## config.mk

```make
export PLATFORM = sky130hd
export DESIGN_NAME = dot_product_caller
export DESIGN_NICKNAME = d
export VERILOG_FILES = /design/src/rtl/call_pkg.sv /design/src/rtl/call_issuer.sv /design/src/rtl/dot_product_caller.sv
export SDC_FILE = /design/constraint.sdc
export NUM_CORES = 1
export LEC_CHECK = 0
export ABC_AREA = 1
export CAP_MARGIN = 15
export CORE_AREA = 2 2 131 133
export DETAILED_ROUTE_END_ITERATION = 8
export DIE_AREA = 0 0 133 135
export PLACE_DENSITY = 0.86
export REMOVE_ABC_BUFFERS = 1
export SLEW_MARGIN = 20
export SYNTH_ARGS = -nofsm -noshare
export SYNTH_HDL_FRONTEND = slang
export SYNTH_HIERARCHICAL = 1
export SYNTH_SLANG_ARGS = --single-unit
```

## constraint.sdc

```tcl
create_clock -name clk -period 3.9 [get_ports clk]
set_clock_uncertainty 0.05 [all_clocks]
set_input_delay 0.78 -clock clk [delete_from_list [all_inputs] [get_ports clk]]
set_output_delay 0.78 -clock clk [all_outputs]
set_load 0.03 [all_outputs]
```

## src/rtl/call_pkg.sv

```systemverilog
// rtl/call_pkg.sv - shared types and defaults for start/done call-interface blocks
package call_pkg;

    localparam int DEFAULT_WIDTH = 32;
    localparam int DEFAULT_LEN_W = 8;

    typedef enum logic [2:0] {
        IDLE,
        FETCH,
        CALL,
        WAIT_LOW,
        WAIT_HIGH
    } call_state_e;

endpackage

```

## src/rtl/call_issuer.sv

```systemverilog
// rtl/call_issuer.sv - issues one start/done call to a callee and pulses ack on completion
module call_issuer
    import call_pkg::*;
#(
    parameter int WIDTH = DEFAULT_WIDTH
) (
    input  logic             clk,
    input  logic             reset,
    input  logic             go,
    input  logic [WIDTH-1:0] a,
    input  logic [WIDTH-1:0] b,
    output logic             call_start,
    output logic [WIDTH-1:0] call_a,
    output logic [WIDTH-1:0] call_b,
    input  logic [WIDTH-1:0] call_result,
    input  logic             call_done,
    output logic             ack,
    output logic [WIDTH-1:0] product
);

    call_state_e      state_q, state_d;
    logic             call_start_q, call_start_d;
    logic [WIDTH-1:0] call_a_q, call_a_d;
    logic [WIDTH-1:0] call_b_q, call_b_d;

    always_comb begin
        state_d      = state_q;
        call_start_d = 1'b0;
        call_a_d     = call_a_q;
        call_b_d     = call_b_q;
        case (state_q)
            IDLE: begin
                if (go) begin
                    call_a_d     = a;
                    call_b_d     = b;
                    call_start_d = 1'b1;
                    state_d      = CALL;
                end
            end
            CALL:      state_d = WAIT_LOW;
            // The callee may still show done from its previous call; wait for it to drop first.
            WAIT_LOW:  if (!call_done) state_d = WAIT_HIGH;
            WAIT_HIGH: if (call_done) state_d = IDLE;
            default:   state_d = IDLE;
        endcase
    end

    always_ff @(posedge clk) begin
        if (reset) begin
            state_q      <= IDLE;
            call_start_q <= 1'b0;
            call_a_q     <= '0;
            call_b_q     <= '0;
        end else begin
            state_q      <= state_d;
            call_start_q <= call_start_d;
            call_a_q     <= call_a_d;
            call_b_q     <= call_b_d;
        end
    end

    assign call_start = call_start_q;
    assign call_a     = call_a_q;
    assign call_b     = call_b_q;
    assign ack        = (state_q == WAIT_HIGH) && call_done;
    assign product    = call_result;

endmodule

```

## src/rtl/dot_product_caller.sv

```systemverilog
// rtl/dot_product_caller.sv - dot product of a streamed operand-pair list via an external multiply callee
module dot_product_caller
    import call_pkg::*;
#(
    parameter int WIDTH = DEFAULT_WIDTH,
    parameter int LEN_W = DEFAULT_LEN_W
) (
    input  logic             clk,
    input  logic             reset,
    input  logic             start,
    input  logic [LEN_W-1:0] len,
    input  logic             in_valid,
    input  logic [WIDTH-1:0] in_a,
    input  logic [WIDTH-1:0] in_b,
    output logic             in_ready,
    output logic             call_start,
    output logic [WIDTH-1:0] call_a,
    output logic [WIDTH-1:0] call_b,
    input  logic [WIDTH-1:0] call_result,
    input  logic             call_done,
    output logic [WIDTH-1:0] result,
    output logic             done,
    output logic             busy
);

    // CALL here covers the whole time the issuer owns the callee (its CALL and WAIT_* states).
    call_state_e      state_q, state_d;
    logic [WIDTH-1:0] acc_q, acc_d;
    logic [LEN_W-1:0] cnt_q, cnt_d;
    logic [WIDTH-1:0] result_q, result_d;
    logic             done_q, done_d;

    logic             go;
    logic             ack;
    logic [WIDTH-1:0] product;
    logic [WIDTH-1:0] sum;

    assign go  = (state_q == FETCH) && in_valid;
    assign sum = acc_q + product;

    call_issuer #(.WIDTH(WIDTH)) u_issuer (
        .clk         (clk),
        .reset       (reset),
        .go          (go),
        .a           (in_a),
        .b           (in_b),
        .call_start  (call_start),
        .call_a      (call_a),
        .call_b      (call_b),
        .call_result (call_result),
        .call_done   (call_done),
        .ack         (ack),
        .product     (product)
    );

    always_comb begin
        state_d  = state_q;
        acc_d    = acc_q;
        cnt_d    = cnt_q;
        result_d = result_q;
        done_d   = done_q;
        case (state_q)
            IDLE: begin
                if (start) begin
                    if (len == '0) begin
                        result_d = '0;
                        done_d   = 1'b1;
                    end else begin
                        done_d  = 1'b0;
                        acc_d   = '0;
                        cnt_d   = len;
                        state_d = FETCH;
                    end
                end
            end
            FETCH: if (in_valid) state_d = CALL;
            CALL: begin
                if (ack) begin
                    acc_d = sum;
                    cnt_d = cnt_q - 1'b1;
                    if (cnt_q == LEN_W'(1)) begin
                        result_d = sum;
                        done_d   = 1'b1;
                        state_d  = IDLE;
                    end else begin
                        state_d = FETCH;
                    end
                end
            end
            default: state_d = IDLE;
        endcase
    end

    always_ff @(posedge clk) begin
        if (reset) begin
            state_q  <= IDLE;
            acc_q    <= '0;
            cnt_q    <= '0;
            result_q <= '0;
            done_q   <= 1'b0;
        end else begin
            state_q  <= state_d;
            acc_q    <= acc_d;
            cnt_q    <= cnt_d;
            result_q <= result_d;
            done_q   <= done_d;
        end
    end

    assign in_ready = (state_q == FETCH);
    assign busy     = (state_q != IDLE);
    assign result   = result_q;
    assign done     = done_q;

endmodule

```

==> results.json <==
{
  "ys_warn_count": 6,
  "die_y_microns": 135,
  "synth_area_leader_cell": "dfxtp_1",
  "grt_pass1_vias": 7900,
  "firstDrtPassIters": 5,
  "seqPwrFrac": 0.339,
  "slew_viol_final": 0,
  "crit_path_max_fanout": 5,
  "setup_viol": 0,
  "synth.most_common_cell": "nand2_1",
  "synthSimpleGateAreaFrac": 0.287,
  "cts_sinks": 143,
  "fin_crit_ns": 2.70,
  "grt.total_usage": 0.257,
  "pwr-share-clk": 0.320,
  "regArea_sq_um": 2860,
  "synth_mux_area_frac": 0,
  "multiInputGateArea_sq_um": 4150,
  "syn2layout_area_growth_pct": 30.2,
  "dieArea_sq_um": 18000,
  "avgSynthCellArea_sq_um": 6.71,
  "drive_above_1_share": 0.0447,
  "ys.flop_type": "dfxtp_1",
  "antenna_cells": 0,
  "chipWidth_microns": 133,
  "async_flop_share": 0,
  "run_status": "completed",
  "leakagePower_nw": 4.55,
  "syn_area_sq_um": 8110,
  "finalNetCount": 1495,
  "synth_seq_area_share": 0.353,
  "synth_fa_ha_area_frac": 0.0534,
  "grt_overflow_total": 0,
  "antenna_found_initial": 0,
  "cp-start-kind": "input port",
  "cp.arrival_ns": 2.99,
  "ir_drop_mv": 0.311,
  "cts_tree": "yes",
  "drtIter0Drc": 516,
  "crit_required_ns": 4.19,
  "vias": 8336,
  "place_congestion": 0.954,
  "synth_cells": 1208,
  "coreArea_sq_um": 16400,
  "final_util": 0.644,
  "clk_latency_ns": 0.42,
  "synth-compound-area-share": 0.168,
  "cts_buffer_depth": 2,
  "p_per_area_nw_per_um2": 491,
  "p_sw_mw": 1.92,
  "relSlewSlack": 0.466,
  "io_pins": 209,
  "swShare": 0.371,
  "min_path_type": "reg -> reg",
  "via_per_inst": 5.26,
  "hpwlAfterDp_mm": 16.5,
  "tightestPinTransition_ns": 0.801,
  "grt_start_max_net_pins": 76,
  "drc_errors": 0,
  "synth_edf_count": 0,
  "clk_pin_slew_ns": 0.06,
  "rsz0062_at_grt": "false",
  "std_cell_rows": 47,
  "numCtsBuffers": 17,
  "cap_viol_max_count": 0,
  "hold_viol_final": 0,
  "cts_hold_buf": 0,
  "io_buffers": 208,
  "n_fill_cell": 1465,
  "drt-total-wl_mm": 23.2,
  "ys_types": 38,
  "synth_area_leaders": "dfxtp_1, nand2_1, a21oi_1",
  "postCtsSetupBuffers": 0,
  "synth-seq-cells": 143,
  "criticalPathCategory": "in -> reg",
  "fmax_ghz": 0.370,
  "crit_path_end_kind": "flip-flop",
  "routedWlPerCell_microns": 14.6,
  "h-tree-depth": 4,
  "cts_root_buffer": "clkbuf_16",
  "power.internal_mw": 3.26,
  "synth.top_cell.area_share": 0.353,
  "pwr-share-comb": 0.341,
  "postRouteAntennaNets": 0,
  "finalCritPeriodShare": 0.693,
  "grt_pass1_wl_mm": 37.8,
  "cts_resized": 0,
  "synth_common_cells": "nand2_1, a21oi_1, dfxtp_1",
  "synth_top_family_by_area": "simple AND/OR/NAND/NOR gates",
  "finalSetupTns_ns": 0,
  "start_util": 0.494,
  "yosys.area_share.xor_xnor": 0.00324
}
==> sequential cells by signal, indices dropped and copies added, names as in the netlist <==
name	cells
u_issuer/call_b	32
u_issuer/call_start	1
state_q	2
acc_q	32
u_issuer/state_q	3
cnt_q	8
done	1
u_issuer/call_a	32
result	32
==> worst paths after layout <==
check	start	endpoint	slack [ns]	cells after the start
setup / recovery	call_result[0]	result[28]	1.20	13
hold reg to reg	u_issuer/call_a[0]	u_issuer/call_a[0]	0.41	2
hold / removal	u_issuer/call_a[0]	u_issuer/call_a[0]	0.41	2
setup reg to reg	state_q[0]	result[16]	1.33	10
==> through the flow <==
| stage | instance area (sq um) | total power [mW] | worst slack, ns | cells | hold WS, ns |
|---|---|---|---|---|---|
| after floorplan | 7530 | 2.89 | 0.458 | 1114 | 0.389 |
| after global placement | 9970 | 3.50 | 0.828 | 1553 | 0.397 |
| after detailed placement | 9970 | 3.54 | 0.797 | 1553 | 0.403 |
| after CTS | 10600 | 5.20 | 1.22 | 1585 | 0.411 |
| after global routing | 10600 | 5.48 | 1.05 | 1585 | 0.427 |
| final | 10600 | 5.19 | 1.20 | 1585 | 0.408 |
==> critical path, cell delays in order <==
cell             delay, ns
clkdlybuf4s50_1       0.48
ha_1                  0.18
inv_1                 0.06
fa_1                  0.35
inv_1                 0.13
nand3_1               0.09
nand3_1               0.14
nand3_1               0.09
nand3_1               0.22
nand2_1               0.11
nand3_1               0.10
nand3_1               0.10
a21oi_1               0.16
==> cell type report <==
| type | instances | area share |
|---|---|---|
| multi-input combinational | 834 | 0.393 |
| sequential | 143 | 0.271 |
| timing repair buffer | 219 | 0.205 |
| inverter | 137 | 0.0487 |
| clock buffer | 19 | 0.0419 |
| tap | 220 | 0.0261 |
| clock inverter | 13 | 0.0143 |
==> layout by cell type, fill, tap and decap left out, types with 11 or more instances in the layout <==
cell type	netlist	final
nand4_1	71	71
buf_4	48	11
a21oi_1	168	168
nand3_1	55	55
o21ai_1	19	19
inv_1	133	132
clkbuf_16	0	17
dfxtp_1	143	143
ha_1	33	33
nand2_1	312	312
clkdlybuf4s50_1	0	207
nor2_1	70	69
o21ai_0	64	64
==> power groups by stage <==
stage,clock (mW),sequential (mW),combinational (mW)
floorplan,0,1.96,0.924
global placement,0,1.78,1.72
detailed placement,0,1.79,1.75
CTS,1.68,1.76,1.76
global route,1.75,1.78,1.95
finish,1.66,1.76,1.77
==> logic make-up after synthesis <==
kind of cell,count (synthesis)
compound gates,265
xor+xnor,3
fa+ha+maj,34
buf+inv,231
flops,143
simple gates,532
==> layer usage <==
metal / global-route usage / routed length [microns] / vias up
met3: 0.0822 / 1950 / 35
met1: 0.315 / 10100 / 3785
met5: 0 / 0 / -
met2: 0.436 / 10700 / 274
met4: 0.0747 / 461 / 0
li1: - / - / 4242
Note: power is estimated with default switching activity, not from simulation.
==> RTL change (same flow settings) <==
Set the package constant `DEFAULT_WIDTH` to 24 (it was 32).
--- a/src/rtl/call_pkg.sv
+++ b/src/rtl/call_pkg.sv
@@ -1,7 +1,7 @@
 // rtl/call_pkg.sv - shared types and defaults for start/done call-interface blocks
 package call_pkg;
 
-    localparam int DEFAULT_WIDTH = 32;
+    localparam int DEFAULT_WIDTH = 24;
     localparam int DEFAULT_LEN_W = 8;
 
     typedef enum logic [2:0] {
Ports: changed (6 resized); port bits go from 209 to 161. No check against the original RTL was run, so the function may have changed too.
==> RTL change against the original RTL <==
Sequential cell count is 32 lower. Non-clock buffer count shrank 53. Synthesized area down 23%. Core utilization decreased by 15 points. Total power down 31%. Register-to-register slack improved by 0.18 ns. First-iteration DRC count is 35% lower. Worst setup slack improved by 0.017 ns. Cell area decreased by 23%. Highest routed layer unchanged. Hold slack improved by 0.0039 ns. Routed wire length down 26%.
==> RTL change: results (changes against the original RTL) <==
p_leak_nw: 3.43  # -25%
worst_setup_hold_path_clk_slew_ns: 0.08  # +0.02 ns
vias: 6380  # -23%
grt_first_pass_wirelength_um: 28400  # -25%
synth_most_common_cell: "nand2_1"
final_layout_size_suffix_gt1_frac: 0.0353  # -0.00938
top_layer: "met4"
reg2reg_depth: 5  # -5
p_clk_frac: 0.308  # -0.012
routabilityCongestion: 0.898  # -5.9%
holdPathStages: 2  # unchanged
nFillCells: 1577  # +7.6%
routedWlPerCell_um: 13.5  # -7.5%
slew_headroom: 0.329  # -0.137
status: "finished clean"
grt_pass1_vias: 6016  # -24%
worstPathMaxFanout: 47  # +42
dr_wl_met2_um: 8310  # -22%
cts_resized: 0  # unchanged
dr_wl_met3_um: 1520  # -22%
grtUsageMet1: 0.223  # -0.0918
cts_buffers: 9  # -8
internal_power_mw: 2.33  # -29%
hp-class: "reg -> reg"
cts_buffer_depth: 2  # unchanged
drt_iter0_markers: 333  # -35%
place_hpwl_um: 12600  # -23%
drc: 0  # unchanged
synth_compound_area_frac: 0.152  # -0.0154
cts_setup_buffers: 0  # unchanged
numPortBuffers: 160  # -23%
clock_latency_ns: 0.36  # -0.06 ns
critPathArrivalTime_ns: 2.92  # -0.07 ns
synthAdderAreaFrac: 0.0531  # -0.000245
synthArstFlopShare: 0  # unchanged
synthCells: 936  # -23%
grt_max_degree: 60  # -21%
grt.total_usage: 0.194  # -0.0630
synthTopCellsByCount: "nand2_1 (238), a21oi_1 (118), dfxtp_1 (111), inv_1 (100), nor2_1 (77)"
yosysUniqueCellTypes: 31  # -18%
synth_area_leaders: "dfxtp_1 (35%), nand2_1 (14%), a21oi_1 (9.4%), inv_1 (6.0%), nand4_1 (5.6%)"
fin_util: 0.494  # -0.150
htree_levels: 3  # -1
critPathMaxStageDelay_ns: 0.59  # +0.11 ns
grtUsageMet2: 0.339  # -0.0970
ir_worst_vdd_uv: 230  # -26%
m1WireLength_um: 7080  # -30%
dp_worst_setup_slack_ns: 0.828  # +0.0315 ns
finalNonFillerCells: 1268  # -20%
placed_cell_area_um2: 7740  # -22%
firstDrtPassIters: 5  # unchanged
ys_seq_area_frac: 0.355  # +0.00178
nets: 1154  # -23%
p_comb_mw: 1.14  # -36%
use_met3: 0.0638  # -0.0184
p_switching_mw: 1.23  # -36%
cp_slowest_cell: "inv_2"
synth-xor-area-share: 0.00559  # +0.00235
RTL change: path summary, 6_finish.rpt:
kind	from	end	slack, ns
hold / removal	u_issuer/call_b[12]	u_issuer/call_b[12]	0.41
hold reg to reg	u_issuer/call_b[12]	u_issuer/call_b[12]	0.41
setup / recovery	call_done	cnt_q[4]	1.21
setup reg to reg	u_issuer/state_q[1]	u_issuer/call_b[16]	1.51
RTL change: critical path, delay by kind of cell:
| kind | cells | cell delay [ns] |
|---|---|---|
| buffers and inverters | 5 | 1.26 |
| AND/OR/NAND/NOR | 4 | 0.53 |
| AO/OA/AOI/OAI | 2 | 0.33 |
RTL change: cell type report:
cell class                      count  area share
Tap cell                          220      0.0340
Inverter                          106      0.0491
Timing Repair Buffer              166       0.203
Multi-Input combinational cell    649       0.396
Clock buffer                       10      0.0295
Sequential cell                   111       0.274
Clock inverter                      6      0.0144
